<file path="src/rtl/sid_bus_if_mc.sv">
// CPU-side bus front end: synchronises and debounces the pads, qualifies phi2,
// queues write cycles in a small FIFO and serves read data back to the CPU.
module sid_bus_if_mc #(
  parameter int AW       = 5,
  parameter int NCS      = 2,
  parameter int DB_LEN   = 4,
  parameter int RISE_LEN = 7,
  parameter int FDEPTH   = 4,
  localparam int CSW     = (NCS > 1) ? $clog2(NCS) : 1
) (
  input  logic           clk,
  input  logic           rst_n,
  input  logic [AW-1:0]  pad_a_i,
  input  logic [7:0]     pad_d_i,
  output logic [7:0]     pad_d_o,
  output logic           pad_d_oe,
  input  logic           pad_r_wn_i,
  input  logic [NCS-1:0] pad_csn_i,
  input  logic           pad_phi2_i,
  output logic           clk_en,
  output logic           wr_valid,
  input  logic           wr_ready,
  output logic [CSW-1:0] wr_cs,
  output logic [AW-1:0]  wr_addr,
  output logic [7:0]     wr_data,
  output logic [CSW-1:0] bus_rcs,
  output logic [AW-1:0]  bus_raddr,
  input  logic [7:0]     bus_rdata,
  output logic           rd_strobe,
  output logic           ovf,
  input  logic           ovf_clr
);

  localparam int NB = AW + 9 + NCS;
  localparam int PW = (FDEPTH > 1) ? $clog2(FDEPTH) : 1;
  localparam int CW = PW + 1;
  localparam int EW = CSW + AW + 8;
  localparam logic [NB-1:0] DB_RST = {{NCS{1'b1}}, {(AW + 9){1'b0}}};
  localparam logic [3:0] DB_LAST   = 4'(DB_LEN - 1);
  localparam logic [3:0] RISE_LAST = 4'(RISE_LEN - 1);
  localparam logic [CW-1:0] FULL_CNT = CW'(FDEPTH);

  typedef enum logic {PH_LOW, PH_HIGH} ph_t;

  logic [NB-1:0] raw;
  logic [NB-1:0] s1_q, s2_q;
  logic          p1_q, p2_q;

  logic [NB-1:0] db_q, db_d;
  logic [3:0]    dbc_q [NB];
  logic [3:0]    dbc_d [NB];

  logic [AW-1:0]  a_db;
  logic [7:0]     d_db;
  logic           rwn_db;
  logic [NCS-1:0] csn_db;
  logic           sel;
  logic [CSW-1:0] sel_idx;

  ph_t        ph_q, ph_d;
  logic [3:0] rc_q, rc_d;
  logic       clk_en_q, clk_en_d;

  logic [EW-1:0] mem_q [FDEPTH];
  logic [PW-1:0] wp_q, wp_d, rp_q, rp_d;
  logic [CW-1:0] cnt_q, cnt_d;
  logic          ovf_q, ovf_d;
  logic          push_req, push, pop, full;

  logic [7:0] dout_q;
  logic       oe_q, oe_d;

  assign raw = {pad_csn_i, pad_r_wn_i, pad_d_i, pad_a_i};

  // Chip selects synchronise to their inactive level so reset never fakes a select
  always_ff @(posedge clk or negedge rst_n) begin
    if (!rst_n) begin
      s1_q <= DB_RST;
      s2_q <= DB_RST;
      p1_q <= 1'b0;
      p2_q <= 1'b0;
    end else begin
      s1_q <= raw;
      s2_q <= s1_q;
      p1_q <= pad_phi2_i;
      p2_q <= p1_q;
    end
  end

  always_comb begin
    db_d = db_q;
    for (int i = 0; i < NB; i++) begin
      dbc_d[i] = '0;
      if (s2_q[i] != db_q[i]) begin
        if (dbc_q[i] == DB_LAST) db_d[i] = s2_q[i];
        else                     dbc_d[i] = dbc_q[i] + 4'd1;
      end
    end
  end

  always_ff @(posedge clk or negedge rst_n) begin
    if (!rst_n) begin
      db_q <= DB_RST;
      for (int i = 0; i < NB; i++) dbc_q[i] <= '0;
    end else begin
      db_q <= db_d;
      for (int i = 0; i < NB; i++) dbc_q[i] <= dbc_d[i];
    end
  end

  assign a_db   = db_q[AW-1:0];
  assign d_db   = db_q[AW+7:AW];
  assign rwn_db = db_q[AW+8];
  assign csn_db = db_q[NB-1:AW+9];

  // Scanning downward leaves the lowest active index as the winner
  always_comb begin
    sel     = 1'b0;
    sel_idx = '0;
    for (int i = NCS - 1; i >= 0; i--) begin
      if (!csn_db[i]) begin
        sel     = 1'b1;
        sel_idx = CSW'(i);
      end
    end
  end

  always_comb begin
    ph_d     = ph_q;
    rc_d     = '0;
    clk_en_d = 1'b0;
    case (ph_q)
      PH_LOW: begin
        if (p2_q) begin
          if (rc_q == RISE_LAST) ph_d = PH_HIGH;
          else                   rc_d = rc_q + 4'd1;
        end
      end
      PH_HIGH: begin
        if (!p2_q) begin
          ph_d     = PH_LOW;
          clk_en_d = 1'b1;
        end
      end
      default: ph_d = PH_LOW;
    endcase
  end

  always_ff @(posedge clk or negedge rst_n) begin
    if (!rst_n) begin
      ph_q     <= PH_LOW;
      rc_q     <= '0;
      clk_en_q <= 1'b0;
    end else begin
      ph_q     <= ph_d;
      rc_q     <= rc_d;
      clk_en_q <= clk_en_d;
    end
  end

  // A push into a full FIFO survives only when the head leaves in the same cycle
  always_comb begin
    push_req = clk_en_q & ~rwn_db & sel;
    full     = (cnt_q == FULL_CNT);
    pop      = (cnt_q != '0) & wr_ready;
    push     = push_req & (~full | pop);
    wp_d     = push ? wp_q + PW'(1) : wp_q;
    rp_d     = pop ? rp_q + PW'(1) : rp_q;
    cnt_d    = cnt_q + CW'(push) - CW'(pop);
    ovf_d    = ovf_q;
    if (ovf_clr)          ovf_d = 1'b0;
    if (push_req && !push) ovf_d = 1'b1;
    oe_d     = rwn_db & sel & (ph_q == PH_HIGH);
  end

  always_ff @(posedge clk or negedge rst_n) begin
    if (!rst_n) begin
      wp_q   <= '0;
      rp_q   <= '0;
      cnt_q  <= '0;
      ovf_q  <= 1'b0;
      dout_q <= '0;
      oe_q   <= 1'b0;
    end else begin
      wp_q   <= wp_d;
      rp_q   <= rp_d;
      cnt_q  <= cnt_d;
      ovf_q  <= ovf_d;
      dout_q <= bus_rdata;
      oe_q   <= oe_d;
    end
  end

  always_ff @(posedge clk) begin
    if (push) mem_q[wp_q] <= {sel_idx, a_db, d_db};
  end

  assign {wr_cs, wr_addr, wr_data} = mem_q[rp_q];
  assign wr_valid  = (cnt_q != '0);
  assign clk_en    = clk_en_q;
  assign rd_strobe = clk_en_q & rwn_db & sel;
  assign bus_rcs   = sel_idx;
  assign bus_raddr = a_db;
  assign ovf       = ovf_q;
  assign pad_d_o   = dout_q;
  assign pad_d_oe  = oe_q;

endmodule

</file>
<file path="config.mk">
export PLATFORM = sky130hd
export DESIGN_NAME = sid_bus_if_mc
export DESIGN_NICKNAME = d
export VERILOG_FILES = /design/src/rtl/sid_bus_if_mc.sv
export SDC_FILE = /design/constraint.sdc
export NUM_CORES = 1
export LEC_CHECK = 0
export BUFFER_PORTS_ARGS = -buffer_cell sky130_fd_sc_hd__clkbuf_2
export CAP_MARGIN = 40
export CORE_ASPECT_RATIO = 0.7
export CORE_UTILIZATION = 35
export CTS_CLUSTER_SIZE = 30
export DETAILED_ROUTE_END_ITERATION = 8
export PLACE_DENSITY = 0.56
export RECOVER_POWER = 100
export SETUP_SLACK_MARGIN = 0.2
export SYNTH_ARGS = -nofsm -noshare
export SYNTH_HDL_FRONTEND = slang
export SYNTH_SLANG_ARGS = --single-unit
</file>
<file path="constraint.sdc">
create_clock -name clk -period 2.4 [get_ports clk]
set_input_delay 0.24 -clock clk [delete_from_list [all_inputs] [get_ports clk]]
set_output_delay 0.24 -clock clk [all_outputs]
set_load 0.01 [all_outputs]
</file>
==> results of run 1 <==
==> cells in the mapped netlist (all sizes together), types with 16 or more instances <==
| cell type | count |
|---|---|
| nor3b | 16 |
| dfrtp | 131 |
| xnor2 | 22 |
| mux2 | 19 |
| nor3 | 16 |
| xor2 | 17 |
| edfxtp | 56 |
| ha | 24 |
| nand3b | 16 |
| nor2b | 18 |
| nand3 | 18 |
| nor2 | 22 |
==> registers in the layout, indices dropped and copies added (netlist names), 2 cells and up <==
| signal | flops |
|---|---|
| db_q | 16 |
| cnt_q | 3 |
| pad_d_o | 8 |
| dbc_q | 64 |
| wp_q | 2 |
| s2_q | 16 |
| rc_q | 4 |
| mem_q | 56 |
| s1_q | 16 |
| rp_q | 2 |
==> what timing repair did <==
action	4_1_cts	5_1_grt
resized for setup	2	5
hold buffers	27	0
endpoints found under the hold margin	76	0
buffers inserted	4	1
setup endpoints to repair	3	39
==> per-stage QoR <==
step	setup WS, ns	total power [mW]	cells	area [um2]
after global placement	0.194	6.30	786	7930
after floorplan	0.140	5.75	458	7280
final	0.125	9.20	850	8780
after global routing	0.0397	9.77	850	8780
after detailed placement	0.133	6.40	786	7930
after CTS	0.157	9.38	849	8830
==> critical path: stages, from the launching register on <==
cell	delay (ns)
dfrtp_1	0.38
or4b_1	0.53
and4b_1	0.24
inv_2	0.07
ha_4	0.12
inv_1	0.03
ha_2	0.16
fa_2	0.35
xnor2_2	0.15
xnor2_1	0.13
==> report_power, final <==
| part | leakage, nW | switching [mW] | internal (mW) |
|---|---|---|---|
| combinational | 1.07 | 0.916 | 0.952 |
| clock | 0.292 | 1.28 | 1.57 |
| sequential | 2.23 | 0.489 | 3.99 |
==> layout make-up <==
cell class                 count  area, um2
timing repair buffer          99        606
inverter                       9       33.8
tap                          270        338
sequential                   193       5120
fill                        1794      11300
clock inverter                15        173
clock buffer                  17        425
multi-input combinational    247       2090
==> cell families (layout without fill, tap and decap cells) <==
group | count (synthesis) | after routing
buf+inv | 18 | 140
fa+ha+maj | 25 | 25
flops | 193 | 193
xor+xnor | 39 | 39
mux | 33 | 33
compound gates | 17 | 17
simple gates | 133 | 133
==> final timing paths <==
check | slack, ns | to
worst max register to register | 0.13 | cnt_q[2]
max in group asynchronous | 0.42 | s1_q[3]
worst min register to register | 0.35 | s2_q[6]
worst min-delay path | 0.14 | ovf
worst max-delay path | 0.13 | cnt_q[2]
min in group asynchronous | 0.64 | dbc_q[6]
==> metal layers <==
| metal | vias to the layer above | share of wire |
|---|---|---|
| met5 | - | 0 |
| met2 | 66 | 0.44 |
| met3 | 14 | 0.041 |
| met4 | 0 | 0.014 |
| li1 | 1834 | - |
| met1 | 1937 | 0.50 |
==> impl_metrics.toml, run 1 <==
[setup_path]
start_kind = "flop"
cp_max_fo = 2
crit_start = "cnt_q[0]"
endpoint_kind = "flop"
r2r-start = "cnt_q[0]"
crit_type = "reg -> reg"
crit_arrival_ns = 2.59
crit_required_ns = 2.71
worstRegToRegCells = 9

[layout]
drive_above_1_share = 0.200
final_common_cell = "dfrtp_1"
n_antenna_cell = 0
nNetsFinal = 621
syn2layout_area_growth_pct = 20.7
fin_util = 0.438
final_cell_mix = "dfrtp_1 (130), edfxtp_1 (56), clkbuf_1 (34), clkbuf_2 (31), dlygate4sd3_1 (27)"

[sta]
rsz0062_at_grt = "true"
hold_viol_final = 0
finalCriticalPeriod_ns = 2.27
fin_crit_sh = 0.948
timing.hold.ws_ns = 0.142
maxSlewHeadroom = 0.101
worst_pin_slew_ns = 1.35
final_max_slew_viol_count = 0
setup_tns_ns = 0
max_freq_ghz = 0.440
setup_viol = 0
skew_ns = 0.00727

[clock_tree]
clock_sinks = 193
h-tree-depth = 4
cts_buffers = 17
clockBufferDepth = 2
path_clk_slew_ns = 0.07
cts-root-buf = "clkbuf_16"
cts_tree = "yes"
clock_latency_ns = 0.43

[die]
fp.dieW_um = 174
start_util = 0.363
die_y_um = 123
row_count = 43
pin_count = 62
die_area_um2 = 21400
core_area_um2 = 20100

[synth]
yosys.area.top_type = "dfrtp_1"
synth_top_family_by_area = "simple AND/OR/NAND/NOR gates"
synth_compound_area_frac = 0.0129
synthArstFlopShare = 0.710
synth_cells = 458
synth_edf_count = 56
yosysSeqAreaShare = 0.703
synthAdderAreaFrac = 0.0440
synth.net_count = 512
syn-cell-area_um2 = 7280
ys_top_cells_by_area = "dfrtp_1 (45%), edfxtp_1 (23%), mux4_2 (4.3%), ha_1 (4.1%), mux2_2 (2.8%)"
synth-simple-area-share = 0.107
synth_xor_area_frac = 0.0469
synth_top_area_frac = 0.450
avgSynthCellArea_um2 = 15.9
synth_mux_area_frac = 0.0732
ys.flop_type = "dfrtp_1"
ys_ff_latch = 193
ys_warn_count = 0
synth_cell_types = 33

[grt]
grt_pass1_vias = 4104
use_met2 = 0.188
grt_usage = 0.125
grt.met3_usage = 0.0412
grt_max_degree = 56
grt_pass1_wl_mm = 20.1
top_usage_layer = "met2"
grt-ovfl-total = 0
grt_util_met1 = 0.167
antenna_found_initial = 0

[drt]
via_per_inst = 4.53
drt_iter0_drc = 164
ant_nets = 0
wl_mm = 11.9
vias = 3851
wire_per_inst_um = 14.0
drc = 0
drt-pass1-iter-count = 4

[placement]
post-dp-hpwl_mm = 7.94
io_buffers = 61
place.gp.congestion = 0.721

[job]
cap_violations = 0

[pwr]
leakage_nw = 3.59
p_per_area_nw_per_um2 = 1050
ir_drop_v = 0.000506

[hold_path]
whs_path_depth = 3
holdCritStartpoint = "wr_ready"
hp-class = "in -> reg"

[run_status]
status = "complete, no violations"
Power figures use the tool's default switching activity.
==> run 2: changes to the inputs <==
--- a/config.mk
+++ b/config.mk
@@ -12,7 +12,6 @@
 export CTS_CLUSTER_SIZE = 30
 export DETAILED_ROUTE_END_ITERATION = 8
 export PLACE_DENSITY = 0.56
-export RECOVER_POWER = 100
 export SETUP_SLACK_MARGIN = 0.2
 export SYNTH_ARGS = -nofsm -noshare
 export SYNTH_HDL_FRONTEND = slang
==> run 2 against run 1 <==
Effect of this change:
- routed wire length grew 0.40%
- die area unchanged
- sequential share of layout area is 0.54 points lower
- critical path type unchanged
==> impl_metrics.toml, run 2 (same netlist as run 1, synthesis figures left out) <==
[drt]
wire_per_inst_um = 14.0
drc = 0
drt-pass1-iter-count = 4
ant_nets = 0
via_per_inst = 4.53
drt_iter0_drc = 176
wl_mm = 11.9
vias = 3851

[clock_tree]
cts-root-buf = "clkbuf_16"
clock_sinks = 193
cts_buffers = 17
h-tree-depth = 4
path_clk_slew_ns = 0.07
clock_latency_ns = 0.43
clockBufferDepth = 2
cts_tree = "yes"

[sta]
fin_crit_sh = 0.945
hold_viol_final = 0
setup_tns_ns = 0
skew_ns = 0.00762
setup_ws_ns = 0.132
setup_viol = 0
finalCriticalPeriod_ns = 2.27
timing.hold.ws_ns = 0.131
worst_pin_slew_ns = 0.520
final_max_slew_viol_count = 0
maxSlewHeadroom = 0.653
max_freq_ghz = 0.441
rsz0062_at_grt = "true"

[grt]
grt-ovfl-total = 0
grt_pass1_vias = 4104
grt_max_degree = 56
grt_pass1_wl_mm = 20.1
antenna_found_initial = 0
grt_usage = 0.125

[layout]
drive_above_1_share = 0.267
n_antenna_cell = 0
largest_register = "dbc_q"
final_common_cell = "dfrtp_1"
final_cell_mix = "dfrtp_1 (130), clkbuf_2 (60), edfxtp_1 (56), dlygate4sd3_1 (27)"
largest_reg_flops = 64
nNetsFinal = 621
syn2layout_area_growth_pct = 21.8
fin_util = 0.442
reg_top3 = "dbc_q: 64 flops, mem_q: 56 flops"

[run_status]
status = "complete, no violations"

[die]
die_y_um = 123
row_count = 43
die_area_um2 = 21400
start_util = 0.363
pin_count = 62
fp.dieW_um = 174
core_area_um2 = 20100

[setup_path]
r2r-start = "cnt_q[0]"
worstRegToRegCells = 9
critPathMaxStageDelay_ns = 0.52
path_cells = "or4b_4, and4b_1, inv_2, ha_4, inv_1, ha_2, fa_2, xnor2_2, xnor2_1"
cp_slowest_cell = "or4b_4"
crit_type = "reg -> reg"
cp_max_fo = 2
rrSetupSlack_ns = 0.13
crit_required_ns = 2.72
r2r_end = "cnt_q[2]"
start_kind = "flop"
crit_arrival_ns = 2.58
endpoint_kind = "flop"

[pwr]
p_total_mw = 9.29
leakage_nw = 3.70
ir_drop_v = 0.000513
p_per_area_nw_per_um2 = 1050

[hold_path]
hp-class = "in -> reg"
holdCritStartpoint = "wr_ready"
whs_path_depth = 3
min_delay_worst_endpoint = "ovf"

[placement]
place.gp.congestion = 0.721
io_buffers = 61
post-dp-hpwl_mm = 7.94
dpl_worst_slack_ns = 0.133

[job]
cap_violations = 0
[run 2: how the worst max path moves through the flow]
stage | from | endpoint | slack [ns] | depth (start not counted)
4_1_cts | cnt_q[0] | cnt_q[2] | 0.16 | 9
2_1_floorplan | cnt_q[0] | cnt_q[2] | 0.14 | 10
3_5_place_dp | cnt_q[0] | cnt_q[2] | 0.13 | 9
5_1_grt | cnt_q[0] | cnt_q[2] | 0.05 | 9
3_3_place_gp | cnt_q[0] | cnt_q[2] | 0.19 | 9
6_report | cnt_q[0] | cnt_q[2] | 0.13 | 9
[run 2: power by group]
| group | leakage (nW) | switching [mW] | internal [mW] |
|---|---|---|---|
| Combinational | 1.18 | 0.919 | 1.02 |
| Sequential | 2.23 | 0.488 | 4.00 |
| Clock | 0.292 | 1.29 | 1.57 |
| Total | 3.70 | 2.70 | 6.59 |
[run 2: per-stage QoR]
stage	instance area, um2	std cells
after floorplan	7280	458
after global placement	7930	786
after detailed placement	7930	786
after CTS	8830	849
after global routing	8860	850
final	8860	850
[run 2: critical path: cells and delay by family (launching register included)]
kind / cells / cell delay (ns)
simple gates: 2 / 0.75
fa+ha+maj: 3 / 0.63
flops: 1 / 0.39
xor+xnor: 2 / 0.28
buf+inv: 2 / 0.10
[run 2: routing by layer]
layer  GRT usage  part of all wire
met5           0                 0
met4      0.0510             0.015
met1       0.167              0.50
met2       0.188              0.44
met3      0.0412             0.041
[run 2: what timing repair did]
action / CTS / global route
setup buffers: 4 / 1
resized for setup: 2 / 5
endpoints found under the setup margin: 3 / 39
endpoints found under the hold margin: 76 / 0
hold buffers: 27 / 0
[run 2: layout make-up]
type	count	area, um2
clock buffer	17	425
clock inverter	15	173
fill	1766	11200
inverter	9	33.8
multi-input combinational	247	2100
sequential	193	5120
tap	270	338
timing repair buffer	99	681
==> run 3: changes to the inputs <==
--- a/config.mk
+++ b/config.mk
@@ -5,8 +5,8 @@
 export SDC_FILE = /design/constraint.sdc
 export NUM_CORES = 1
 export LEC_CHECK = 0
+export ABC_AREA = 1
 export BUFFER_PORTS_ARGS = -buffer_cell sky130_fd_sc_hd__clkbuf_2
-export CAP_MARGIN = 40
 export CORE_ASPECT_RATIO = 0.7
 export CORE_UTILIZATION = 35
 export CTS_CLUSTER_SIZE = 30
==> run 3 against run 2 <==
Effect of this change:
- cell area up 2.4%
- global-route usage is 0.22 points higher
- sequential share of layout area down 1.4 points
- first-iteration DRC count is 55% higher
==> impl_metrics.toml, run 3 <==
[run_status]
status = "complete, no violations"

[synth]
netlist_top_cells_count = "dfrtp_1 (131), nor2_1 (120), nand2_1 (118), edfxtp_1 (56), nand3_1 (37)"
yosysSeqAreaShare = 0.683
synthArstFlopShare = 0.710
yosys.area.top_type = "dfrtp_1"
synth_cells = 661
ys_ff_latch = 193
syn-cell-area_um2 = 7490
ys_warn_count = 0
avgSynthCellArea_um2 = 11.3
ys.flop_type = "dfrtp_1"
synth_cell_types = 25
synth.net_count = 715
synth_edf_count = 56
yosysMostFrequentCell = "dfrtp_1"
ys_top_cells_by_area = "dfrtp_1 (44%), edfxtp_1 (22%), nor2_1 (6.0%), nand2_1 (5.9%), ha_1 (4.0%)"
synth_top_area_frac = 0.438

[drt]
drc = 0
vias = 4613
via_per_inst = 4.38
drt-pass1-iter-count = 4
ant_nets = 0
drt_iter0_drc = 273
wire_per_inst_um = 12.0
wl_mm = 12.7

[sta]
timing.hold.ws_ns = 0.0372
setup_viol = 0
fin_crit_sh = 0.837
finalCriticalPeriod_ns = 2.01
hold_viol_final = 0
worst_pin_slew_ns = 0.464
max_freq_ghz = 0.498
rsz0062_at_grt = "false"
final_max_slew_viol_count = 0
setup_tns_ns = 0
maxSlewHeadroom = 0.690
skew_ns = 0.0104
setup_ws_ns = 0.392

[layout]
n_antenna_cell = 0
seq_area_um2 = 5120
nNetsFinal = 819
largest_reg_flops = 64
final_common_cell = "dfrtp_1"
fillCellCount = 1932
reg_top3 = "dbc_q: 64 flops, mem_q: 56 flops"
syn2layout_area_growth_pct = 21.2
largest_register = "dbc_q"
final_cell_mix = "dfrtp_1 (131), nand2_1 (118), nor2_1 (116), clkbuf_2 (60), edfxtp_1 (56)"
multi_input_area_um2 = 2160
drive_above_1_share = 0.150

[clock_tree]
path_clk_slew_ns = 0.07
clock_latency_ns = 0.43
clock_sinks = 193
cts_tree = "yes"
h-tree-depth = 4
cts_buffers = 17
post_cts_buffers = 0
clockBufferDepth = 2
cts-root-buf = "clkbuf_16"

[pwr]
seqPwrFrac = 0.472
pwr-share-clk = 0.298
internal-power_mw = 6.53
switching_share = 0.328
p_comb_frac = 0.230
p_sw_mw = 3.19
leakage_nw = 4.08
p_per_area_nw_per_um2 = 1070
ir_drop_v = 0.000530

[die]
pin_count = 62
die_y_um = 124
row_count = 44
fp.dieW_um = 177
core_area_um2 = 20900
die_area_um2 = 22000
start_util = 0.359

[placement]
dpl_worst_slack_ns = 0.391
io_buffers = 61
post-dp-hpwl_mm = 8.35
place.gp.congestion = 0.768

[setup_path]
crit_family = "adder cells"
crit_required_ns = 2.72
crit_arrival_ns = 2.33
critPathMaxStageDelay_ns = 0.42
cp_max_fo = 4
crit_type = "reg -> reg"
cp_slowest_cell = "dfrtp_1"
endpoint_kind = "flop"
start_kind = "flop"
path_cells = "inv_2, nand2_1, nor2_1, nand2_2, ha_1, inv_1, ha_1, fa_1, xnor2_1"
worst-path-buf-inv = 2
crit_top_cell = "ha_1"

[job]
cap_violations = 0

[grt]
grt_pass1_vias = 4546
grt-ovfl-total = 0
antenna_found_initial = 0
grt_max_degree = 53
grt_usage = 0.127
grt_pass1_wl_mm = 21.8

[hold_path]
hp-class = "in -> reg"
==> run 3: cells by family after synthesis <==
| family | count (synthesis) | share of synthesized area |
|---|---|---|
| DFF | 193 | 0.683 |
| adders and majority gates | 25 | 0.0428 |
| AOI/OAI and AO/OA | 49 | 0.0337 |
| buffers and inverters | 52 | 0.0301 |
| and+or+nand+nor | 310 | 0.173 |
| xor gates and xnor gates | 32 | 0.0374 |
==> run 3: worst register-to-register path: stages (launching register included) <==
cell	delay [ns]
dfrtp_1	0.42
inv_2	0.08
nand2_1	0.05
nor2_1	0.27
nand2_2	0.09
ha_1	0.29
inv_1	0.04
ha_1	0.17
fa_1	0.37
xnor2_1	0.13
==> run 3: power groups by stage <==
stage | clock network (mW) | logic [mW] | registers (mW)
after floorplan | 0 | 1.62 | 4.51
after global placement | 0 | 2.22 | 4.64
after detailed placement | 0 | 2.24 | 4.65
after CTS | 2.99 | 2.28 | 4.59
after global routing | 3.11 | 2.64 | 4.69
final | 2.89 | 2.23 | 4.59
==> run 3: metal layers <==
layer / vias up / track usage / wire length (um)
met3: 4 / 0.0366 / 566
met2: 78 / 0.179 / 5280
met4: 0 / 0.0472 / 37
met1: 2149 / 0.183 / 6780
li1: 2382 / - / -
met5: - / 0 / 0
==> run 3: final cells by class <==
type,count,area share
Inverter,39,0.0167
Tap cell,276,0.0380
Clock buffer,18,0.0484
Clock inverter,14,0.0187
Timing Repair Buffer,98,0.0766
Multi-Input combinational cell,416,0.238
Sequential cell,193,0.564
==> run 3: final timing paths <==
| kind | slack, ns | startpoint | cells past startpoint | endpoint |
|---|---|---|---|---|
| setup / recovery | 0.39 | db_q[13] | 9 | cnt_q[2] |
| hold / removal | 0.04 | ovf_clr | 4 | ovf |
| setup reg to reg | 0.39 | db_q[13] | 9 | cnt_q[2] |
| hold reg to reg | 0.35 | s1_q[2] | 0 | s2_q[2] |
| max in group asynchronous | 1.41 | rst_n | 3 | s2_q[14] |
| min in group asynchronous | 0.31 | rst_n | 2 | db_q[1] |
==> run 3: timing repair <==
action                     in CTS  in global routing
setup endpoints to repair       1                  3
hold buffers                   26                  0
hold endpoints to repair       67                  0
gates resized for setup         1                  3
==> run 3: metrics by stage <==
step            util  power (mW)  cells  cell area (um2)
3_5_place_dp   0.393        6.89    996             8200
5_1_grt        0.435        10.4   1054             9080
4_1_cts        0.435        9.86   1054             9070
3_3_place_gp   0.393        6.87    996             8200
2_1_floorplan      -        6.13    661             7490
6_report       0.435        9.72   1054             9080
